### config.mk
export PLATFORM = sky130hd
export DESIGN_NAME = reg_bus_initiator
export DESIGN_NICKNAME = d
export VERILOG_FILES = /design/src/rtl/reg_bus_pkg.sv /design/src/rtl/reg_bus_initiator.sv
export SDC_FILE = /design/constraint.sdc
export NUM_CORES = 1
export LEC_CHECK = 0
export ABC_AREA = 1
export CAP_MARGIN = 20
export CORE_AREA = 3 3 61 63
export CTS_CLUSTER_SIZE = 28
export DETAILED_ROUTE_END_ITERATION = 16
export DIE_AREA = 0 0 64 66
export PLACE_DENSITY = 0.74
export SLEW_MARGIN = 10
export SYNTH_ARGS = -nofsm -noshare
export SYNTH_HDL_FRONTEND = slang
export SYNTH_SLANG_ARGS = --single-unit
### constraint.sdc
create_clock -name CLK -period 1.6 [get_ports CLK]
set_clock_uncertainty 0.05 [all_clocks]
set_input_delay 0.24 -clock CLK [delete_from_list [all_inputs] [get_ports CLK]]
set_output_delay 0.24 -clock CLK [all_outputs]
set_load 0.05 [all_outputs]
### src/rtl/reg_bus_pkg.sv
// Shared types and default widths for the register-bus initiator and its sequencers.
package reg_bus_pkg;

    localparam int DEFAULT_DATA_W = 8;
    localparam int DEFAULT_ADDR_W = 3;

    typedef enum logic [2:0] {
        IDLE,
        WR_DRIVE,
        RD_DRIVE,
        RD_CAPT,
        RD_RESP
    } state_e;

    typedef struct packed {
        logic                      write;
        logic [DEFAULT_ADDR_W-1:0] addr;
        logic [DEFAULT_DATA_W-1:0] wdata;
        logic [DEFAULT_ADDR_W-1:0] len;
    } cmd_t;

endpackage

### src/rtl/reg_bus_initiator.sv
// BUS_IF initiator: sequences single writes and wrapping read bursts from a command channel.
// Define READBACK_VERIFY_EN to re-read every write and flag mismatches on ERR.
module reg_bus_initiator
    import reg_bus_pkg::*;
#(
    parameter int DATA_W = DEFAULT_DATA_W,
    parameter int ADDR_W = DEFAULT_ADDR_W
) (
    input  logic              CLK,
    input  logic              RST_N,
    input  logic              CMD_VALID,
    output logic              CMD_READY,
    input  logic              CMD_WRITE,
    input  logic [ADDR_W-1:0] CMD_ADDR,
    input  logic [DATA_W-1:0] CMD_WDATA,
    input  logic [ADDR_W-1:0] CMD_LEN,
    output logic              RSP_VALID,
    input  logic              RSP_READY,
    output logic [DATA_W-1:0] RSP_DATA,
    output logic              RSP_LAST,
    output logic              ERR,
    output logic              WEN,
    output logic              OEN,
    output logic [ADDR_W-1:0] ADDR,
    output logic [DATA_W-1:0] DIN,
    input  logic [DATA_W-1:0] DOUT
);

    state_e              state_q, state_d;
    logic [ADDR_W-1:0]   addr_q, addr_d;
    logic [ADDR_W-1:0]   beats_left_q, beats_left_d;
    logic [DATA_W-1:0]   din_q, din_d;
    logic [DATA_W-1:0]   rsp_data_q, rsp_data_d;
    logic                rsp_valid_q, rsp_valid_d;
    logic                rsp_last_q, rsp_last_d;
    logic                cmd_ready_q, cmd_ready_d;
    logic                wen_q, wen_d;
    logic                oen_q, oen_d;
    logic                cmd_accept;
`ifdef READBACK_VERIFY_EN
    logic                verify_q, verify_d;
    logic                err_q, err_d;
`endif

    // NOTE: every variable gets its hold value first so no path through the case leaves it unassigned (no latches).
    always_comb begin
        state_d      = state_q;
        addr_d       = addr_q;
        beats_left_d = beats_left_q;
        din_d        = din_q;
        rsp_data_d   = rsp_data_q;
        rsp_valid_d  = rsp_valid_q;
        rsp_last_d   = rsp_last_q;
        cmd_accept   = cmd_ready_q && CMD_VALID;
`ifdef READBACK_VERIFY_EN
        verify_d     = verify_q;
        err_d        = err_q;
`endif

        case (state_q)
            IDLE: begin
                if (cmd_accept) begin
                    addr_d = CMD_ADDR;
                    if (CMD_WRITE) begin
                        din_d   = CMD_WDATA;
                        state_d = WR_DRIVE;
                    end else begin
                        beats_left_d = CMD_LEN;
                        state_d      = RD_DRIVE;
                    end
                end
            end
            WR_DRIVE: begin
`ifdef READBACK_VERIFY_EN
                verify_d = 1'b1;
                state_d  = RD_DRIVE;
`else
                state_d  = IDLE;
`endif
            end
            RD_DRIVE: state_d = RD_CAPT;
            RD_CAPT: begin
`ifdef READBACK_VERIFY_EN
                if (verify_q) begin
                    // Verify reads are internal: they only update the sticky error.
                    if (DOUT != din_q) err_d = 1'b1;
                    verify_d = 1'b0;
                    state_d  = IDLE;
                end else begin
                    rsp_data_d  = DOUT;
                    rsp_valid_d = 1'b1;
                    rsp_last_d  = (beats_left_q == '0);
                    state_d     = RD_RESP;
                end
`else
                rsp_data_d  = DOUT;
                rsp_valid_d = 1'b1;
                rsp_last_d  = (beats_left_q == '0);
                state_d     = RD_RESP;
`endif
            end
            RD_RESP: begin
                if (RSP_READY) begin
                    rsp_valid_d = 1'b0;
                    if (beats_left_q == '0) begin
                        state_d = IDLE;
                    end else begin
                        addr_d       = addr_q + ADDR_W'(1);
                        beats_left_d = beats_left_q - ADDR_W'(1);
                        state_d      = RD_DRIVE;
                    end
                end
            end
            default: state_d = IDLE;
        endcase

        // Strobes are registered from the next state so they line up exactly with it.
        cmd_ready_d = (state_d == IDLE);
        wen_d       = (state_d == WR_DRIVE);
        oen_d       = (state_d == RD_DRIVE);
    end

    // NOTE: sequential state uses non-blocking assignments so every flop samples pre-edge values.
    always_ff @(posedge CLK or negedge RST_N) begin
        if (!RST_N) begin
            state_q      <= IDLE;
            addr_q       <= '0;
            beats_left_q <= '0;
            din_q        <= '0;
            rsp_data_q   <= '0;
            rsp_valid_q  <= 1'b0;
            rsp_last_q   <= 1'b0;
            cmd_ready_q  <= 1'b0;
            wen_q        <= 1'b0;
            oen_q        <= 1'b0;
        end else begin
            state_q      <= state_d;
            addr_q       <= addr_d;
            beats_left_q <= beats_left_d;
            din_q        <= din_d;
            rsp_data_q   <= rsp_data_d;
            rsp_valid_q  <= rsp_valid_d;
            rsp_last_q   <= rsp_last_d;
            cmd_ready_q  <= cmd_ready_d;
            wen_q        <= wen_d;
            oen_q        <= oen_d;
        end
    end

`ifdef READBACK_VERIFY_EN
    always_ff @(posedge CLK or negedge RST_N) begin
        if (!RST_N) begin
            verify_q <= 1'b0;
            err_q    <= 1'b0;
        end else begin
            verify_q <= verify_d;
            err_q    <= err_d;
        end
    end

    assign ERR = err_q;
`else
    assign ERR = 1'b0;
`endif

    assign CMD_READY = cmd_ready_q;
    assign RSP_VALID = rsp_valid_q;
    assign RSP_DATA  = rsp_data_q;
    assign RSP_LAST  = rsp_last_q;
    assign WEN       = wen_q;
    assign OEN       = oen_q;
    assign ADDR      = addr_q;
    assign DIN       = din_q;

endmodule
# Word level (Yosys, flattened, before mapping)
# Cells that the tools add are included.
[totals]
ff_bits = 30
latch_bits = 0
ramBits = 0
mem_bits_ro = 0
in_bits = 27
out_inout_bits = 25
wordCells = 47
memories = 0
[op_classes]
n_addsub = 2
multipliers = 0
div_mod_pow = 0
magnitude_cmp = 0
n_eq_ne = 9
n_shift = 0
mux = 16
bitwise = 0
reduce_logical = 10
[op_table]
columns = ["operator", "count"]
rows = [
  ["3-bit 2-to-1 mux", 9],
  ["3-bit case mux with 2 select lines", 2],
  ["3-bit case mux with 4 select lines", 1],
  ["3-bit by 2-bit == test with 1-bit output (second input constant)", 3],
  ["3-bit zero test", 3],
  ["2-bit != test (second input constant)", 4],
  ["5-bit AND reduction", 1],
  ["2-bit 2-to-1 mux", 2],
  ["4-bit AND reduction", 1],
  ["2-bit nonzero test", 2],
  ["3-bit by 1-bit adder with 3-bit output (second input constant)", 1],
  ["3-bit by 1-bit == test with 1-bit output (second input constant)", 1],
  ["3-bit == test (second input constant)", 1],
  ["3-bit AND reduction", 1],
  ["3-bit by 1-bit subtractor with 3-bit output (second input constant)", 1],
  ["1-bit case mux with 2 select lines", 1],
  ["2-bit AND reduction", 1],
  ["1-bit logical AND", 1],
  ["1-bit 2-to-1 mux", 1],
]

# Depth between registers and ports, before layout
[depth]
word_depth = 5
depth_mapped = 8
mapped_depth_nobuf = 8

# Worst setup path after synthesis
# No wires, ideal clock.
[synth_timing]
path_type = "reg-to-reg"
start = "register cmd_ready_q, in the netlist CMD_READY"
end = "register cmd_ready_q, in the netlist CMD_READY"
setup_ns = 0.118
t_arrival_ns = 1.337
t_required_ns = 1.432
slack_ns = 0.095
stages_incl_launch_ff = 6
path_buffers = 0
synth_period_minus_slack_ns = 1.505
path_cell_list = "dfrtp_1 > nand3_1 > nor2_4 > nor2_2 > nand2_1 > nor2_1"
[synth_via]
elab_chain_cells = 4
[synth_lines]
columns = ["element", "line_no", "source"]
rows = [
  ["start, declared", "reg_bus_initiator.sv:36", "logic cmd_ready_q, cmd_ready_d;"],
  ["start signal, assigned", "reg_bus_initiator.sv:144", "cmd_ready_q <= cmd_ready_d;"],
  ["1-bit logical AND", "reg_bus_initiator.sv:54", "cmd_accept = cmd_ready_q && CMD_VALID;"],
  ["3-bit 2-to-1 mux", "reg_bus_initiator.sv:62", "if (cmd_accept) begin"],
  ["3-bit case mux with 4 select lines", "reg_bus_initiator.sv:60", "case (state_q)"],
  ["3-bit zero test", "reg_bus_initiator.sv:118", "cmd_ready_d = (state_d == IDLE);"],
  ["via cmd_ready_d", "reg_bus_initiator.sv:36", ""],
]
# The timed path passes the listed nets, and every way through them passes these cells.
# A chain may end at the register's enable or synchronous reset.

# Final worst setup path
[layout_timing]
start = "register beats_left_q[0]"
end = "register state_q[1]"
[layout_via]
elab_chain_cells = 4
[layout_lines]
columns = ["element", "line_no", "source"]
rows = [
  ["start, declared", "reg_bus_initiator.sv:31", "logic [ADDR_W-1:0] beats_left_q, beats_left_d;"],
  ["start signal, assigned", "reg_bus_initiator.sv:139", "beats_left_q <= beats_left_d;"],
  ["3-bit zero test", "reg_bus_initiator.sv:105", "if (beats_left_q == '0) begin"],
  ["2-bit 2-to-1 mux", "reg_bus_initiator.sv:105", ""],
  ["3-bit 2-to-1 mux", "reg_bus_initiator.sv:103", "if (RSP_READY) begin"],
  ["3-bit case mux with 4 select lines", "reg_bus_initiator.sv:60", ""],
  ["via state_d[1]", "reg_bus_initiator.sv:29", "state_e state_q, state_d;"],
  ["end signal, assigned", "reg_bus_initiator.sv:137", "state_q <= state_d;"],
  ["end, declared", "reg_bus_initiator.sv:29", ""],
]
# The timed path passes the listed nets, and every way through them passes these cells.

==> results.md <==
- The total clock sinks is 30.
- In this run the number of cells on the critical path is 6.
- The fraction of layout cells with a size suffix above 1 is 20.7%.
- For this run the aggregate overflow at the end of global routing stands at 0.
- The total routing usage reported by global routing is 15.0%.
- The final worst-path cycle share is 87.8%.
- For this design the ratio of total power to cell area is 2150 nW/um^2.
- The net count after synthesis is 197.
- OpenSTA, run right after detailed placement, puts the worst setup slack at 0.0753 ns.
- In this run the worst hold path is classified as input pin to async pin.
- The number of max-slew violations in the final report is 0.
- The number of failing hold endpoints at the final stage came to 0.
- The maximum frequency from static timing analysis is 0.712 GHz.
- The number of H-tree levels is 2.
- The worst-skew pair later-pin latency is 0.32 ns.
- The synthesized-area fraction occupied by ao, oa, aoi and oai cells is 6.10%.
- Using the TritonRoute via totals, the vias-per-cell ratio works out to 4.46.
- The critical path starts at beats_left_q[0].
- The number of global-route vias before repair is 1,132.
- Yosys attributes the largest share of cell area to sky130_fd_sc_hd__dfrtp_1 54%, sky130_fd_sc_hd__nand2_1 20%, sky130_fd_sc_hd__nand3_1 3.6%, sky130_fd_sc_hd__o21ai_0 3.2%, sky130_fd_sc_hd__inv_1 3.0%.
- The flow ran to the end, and the final reports show no timing, DRC or antenna violations.
- The top cell type by area accounts for 53.9% of the synthesized area.
- The routed wire length is 2.86 mm.
- By area, the combinational part of the netlist is dominated by simple AND/OR/NAND/NOR gates.
- The stage delay of the slowest cell on the critical path is 0.40 ns.
- Setup slack on the critical path of the routed design comes to 0.195 ns.
- The total number of vias is 1,217.
- Once the floorplan was initialized, standard cells occupied 42.4% of the core.
- TritonCTS built the clock tree.
- The leading area contributor after synthesis is sky130_fd_sc_hd__dfrtp_1.
- The maximum ir drop on the vdd rail is 931 uV.
- The floorplan step set the die height to 66 um.
- The most instantiated flip-flop cell in the synthesis netlist is sky130_fd_sc_hd__dfrtp_1.
- Once detailed placement completed, the half-perimeter wirelength came to 2.12 mm.
- The synthesized netlist devotes 2.69% of its cell area to adder and majority cells.
- The number of rows created at floorplan is 21.
- After detailed routing, the number of remaining DRC violations is 0.
- The mux contribution to synthesized area is 0%.
- Clock tree synthesis inserted a total of 5 buffers.
- The filler cell count in the final layout is 296.
- The depth of the worst register-to-register path is 6.
- The wire length of the first global-routing pass is 4.87 mm.
- The layer carrying the most global-route usage is met2.
- The area of the placeable core is 3280 sq um.
- The area of the multi-input gates is 571 sq um.
- The global routing usage on met1 is 18.0%.
- The worst setup path is launched from a flip-flop.
- The final-stage net count is 258.
- The share of synthesized area occupied by flip-flops and latches is 53.9%.
- For this design the static power due to leakage is 0.00106 uW.
- In this design, the largest share of critical-path delay is due to simple AND/OR/NAND/NOR gates.
- The clock period minus worst slack is 1.41 ns.
- Clock-pin slew was measured on the worst setup and hold paths at 0.08 ns.
- The arrival time at the worst endpoint is 1.55 ns.
- The number of antenna violations at the first check in global routing is 0.
- In this run, post-CTS hold repair placed 0 buffers.
- Total power for the finished layout comes to 4240 uW.
- The die covers 4220 sq um.
- The critical path goes through inv_1 > ha_1 > nand2_1 > nand4_2 > nand2_2 > or2_1.
- In this run the count of I/O pins placed on the die edge is 52.
- The number of search-and-repair iterations in the first detailed-routing pass is 5.
- During placement, the flow inserted port buffers numbering 50.
- In this run, post-CTS repair resized a total of 0 instances.
- The pin count of the biggest net entering global routing is 31.
- The count of max-cap constraint violations is 0.
- The count of synthesis-stage warnings from yosys is 0.
- After detailed routing, the average wire length per cell comes to 10.5 um.
- The number of different library cells in the post-synthesis netlist is 21.
- The overall die width is 64 um.
- The maximum clock path buffer count is 2.
- The met2 capacity usage during global routing is 24.8%.
- The routability congestion estimate is 0.822.
- The number of diodes is 0.
- The slowest stage cell on the critical path is sky130_fd_sc_hd__dfrtp_1.
- The category of the critical setup timing path is flip-flop to flip-flop.
- The finished layout cell area is 1970 sq um.
- The number of flip-flops and latches in the synthesized netlist is 30.
- The number of buffers and inverters on the critical path is 1.
- For this run, asynchronously set or reset flops after synthesis account for 100%.
- Synthesis produced a netlist whose cell count is 167.
- The buffer cell driving the clock tree root is sky130_fd_sc_hd__clkbuf_4.
- Setup violations remaining at the end of the flow were counted as 0.
- The worst setup path is captured at a flip-flop.
- In this run, the number of DRC markers left after iteration 0 of detailed routing was 49.
- The share of the core filled with cells is 60.0%.
- Setup repair after global routing left no endpoint under its margin.
- Of all nets on the critical path, the largest fanout is 6.
- The setup TNS after final layout is 0 ns.
- The worst register-to-register path begins at beats_left_q[0].
- After synthesis the cells add up to 1390 sq um.
- The area added between synthesis and finish is 41.5%.
- At the worst endpoint, the required time is 1.75 ns.
- The number of setup buffers added after CTS is 0.
- The placed instance area is 1920 sq um.
- Of the total synthesized cell area, the portion taken by XOR and XNOR cells is 0%.
- The met3 track demand over resource is 5.78%.
- The count of flip-flops with a built-in enable after synthesis is 0.
- The average cell area after synthesis is 8.35 sq um.
- Summing all flip-flop and latch instances after layout gives 751 sq um.
- In this run the remaining antenna-violating nets after routing total 0.
- Summing the areas of all and, or, nand and nor instances in the mapped netlist gives 31.9% of the synthesized area.
synthesized netlist by cell type, types with 2 or more instances:
master and instances:
sky130_fd_sc_hd__o21ai_0 9, sky130_fd_sc_hd__nor2_1 5, sky130_fd_sc_hd__inv_2 2, sky130_fd_sc_hd__dfrtp_1 30, sky130_fd_sc_hd__nand3_1 10, sky130_fd_sc_hd__ha_1 3
sky130_fd_sc_hd__inv_1 11, sky130_fd_sc_hd__nand2_1 76, sky130_fd_sc_hd__nand2_2 2, sky130_fd_sc_hd__o21ai_1 8
routing by layer:
metal / up-vias / share of wire [%]
met5: - / 0
met4: 0 / 0.87
met3: 4 / 7.4
met2: 38 / 45
met1: 531 / 47
li1: 644 / -
state kept, by name, indices dropped and copies added, names as in the netlist:
| register | flops |
|---|---|
| ADDR | 3 |
| beats_left_q | 3 |
| CMD_READY | 1 |
| WEN | 1 |
| RSP_LAST | 1 |
| OEN | 1 |
| RSP_DATA | 8 |
| RSP_VALID | 1 |
| state_q | 3 |
| DIN | 8 |
power by group:
group          total, uW  switching, uW  leakage (uW)  internal, uW
registers           1340            245      0.000374          1100
logic               2470           1690      0.000655           774
clock network        427            229     0.0000302           198
total               4240           2170       0.00106          2070
worst reg2reg max path, stage by stage, from the launching register on:
cell                      delay [ns]
sky130_fd_sc_hd__dfrtp_1        0.40
sky130_fd_sc_hd__inv_1          0.08
sky130_fd_sc_hd__ha_1           0.17
sky130_fd_sc_hd__nand2_1        0.12
sky130_fd_sc_hd__nand4_2        0.13
sky130_fd_sc_hd__nand2_2        0.11
sky130_fd_sc_hd__or2_1          0.22
through the flow:
| step | hold slack, ns | std cells |
|---|---|---|
| final | 0.260 | 273 |
| after global routing | 0.280 | 273 |
| after CTS | 0.264 | 273 |
| after detailed placement | 0.421 | 267 |
| after global placement | 0.419 | 267 |
| after floorplan | -0.106 | 167 |
cells in the final DEF (no fill, tap or decap), drive strengths merged:
cell type / instances
buf: 31
clkbuf: 6
clkdlybuf4s50: 26
conb: 1
dfrtp: 30
ha: 3
inv: 13
nand2: 79
nand3: 11
nand4: 1
nor2: 8
o21ai: 17
or2: 1
final timing paths:
path | end | slack (ns)
max | state_q[1] | 0.19
min | DIN[3] | 0.26
max in group asynchronous | RSP_LAST | 0.96
max reg2reg | state_q[1] | 0.19
min in group CLK | RSP_DATA[1] | 0.40
min reg2reg | RSP_DATA[3] | 0.44
area by class of cell:
class / instances / area share [%]
inverters: 13 / 2.47
repair buffers: 57 / 25.0
clock buffers: 6 / 2.60
well taps: 46 / 2.92
flip-flops and latches: 30 / 38.1
multi-input cells: 121 / 28.9
cells by family after synthesis:
logic type | count (synthesis)
simple gates | 100
flops | 30
compound gates | 17
buf+inv | 16
fa+ha+maj | 3
other cells | 1
(Power assumes the default switching activity.)
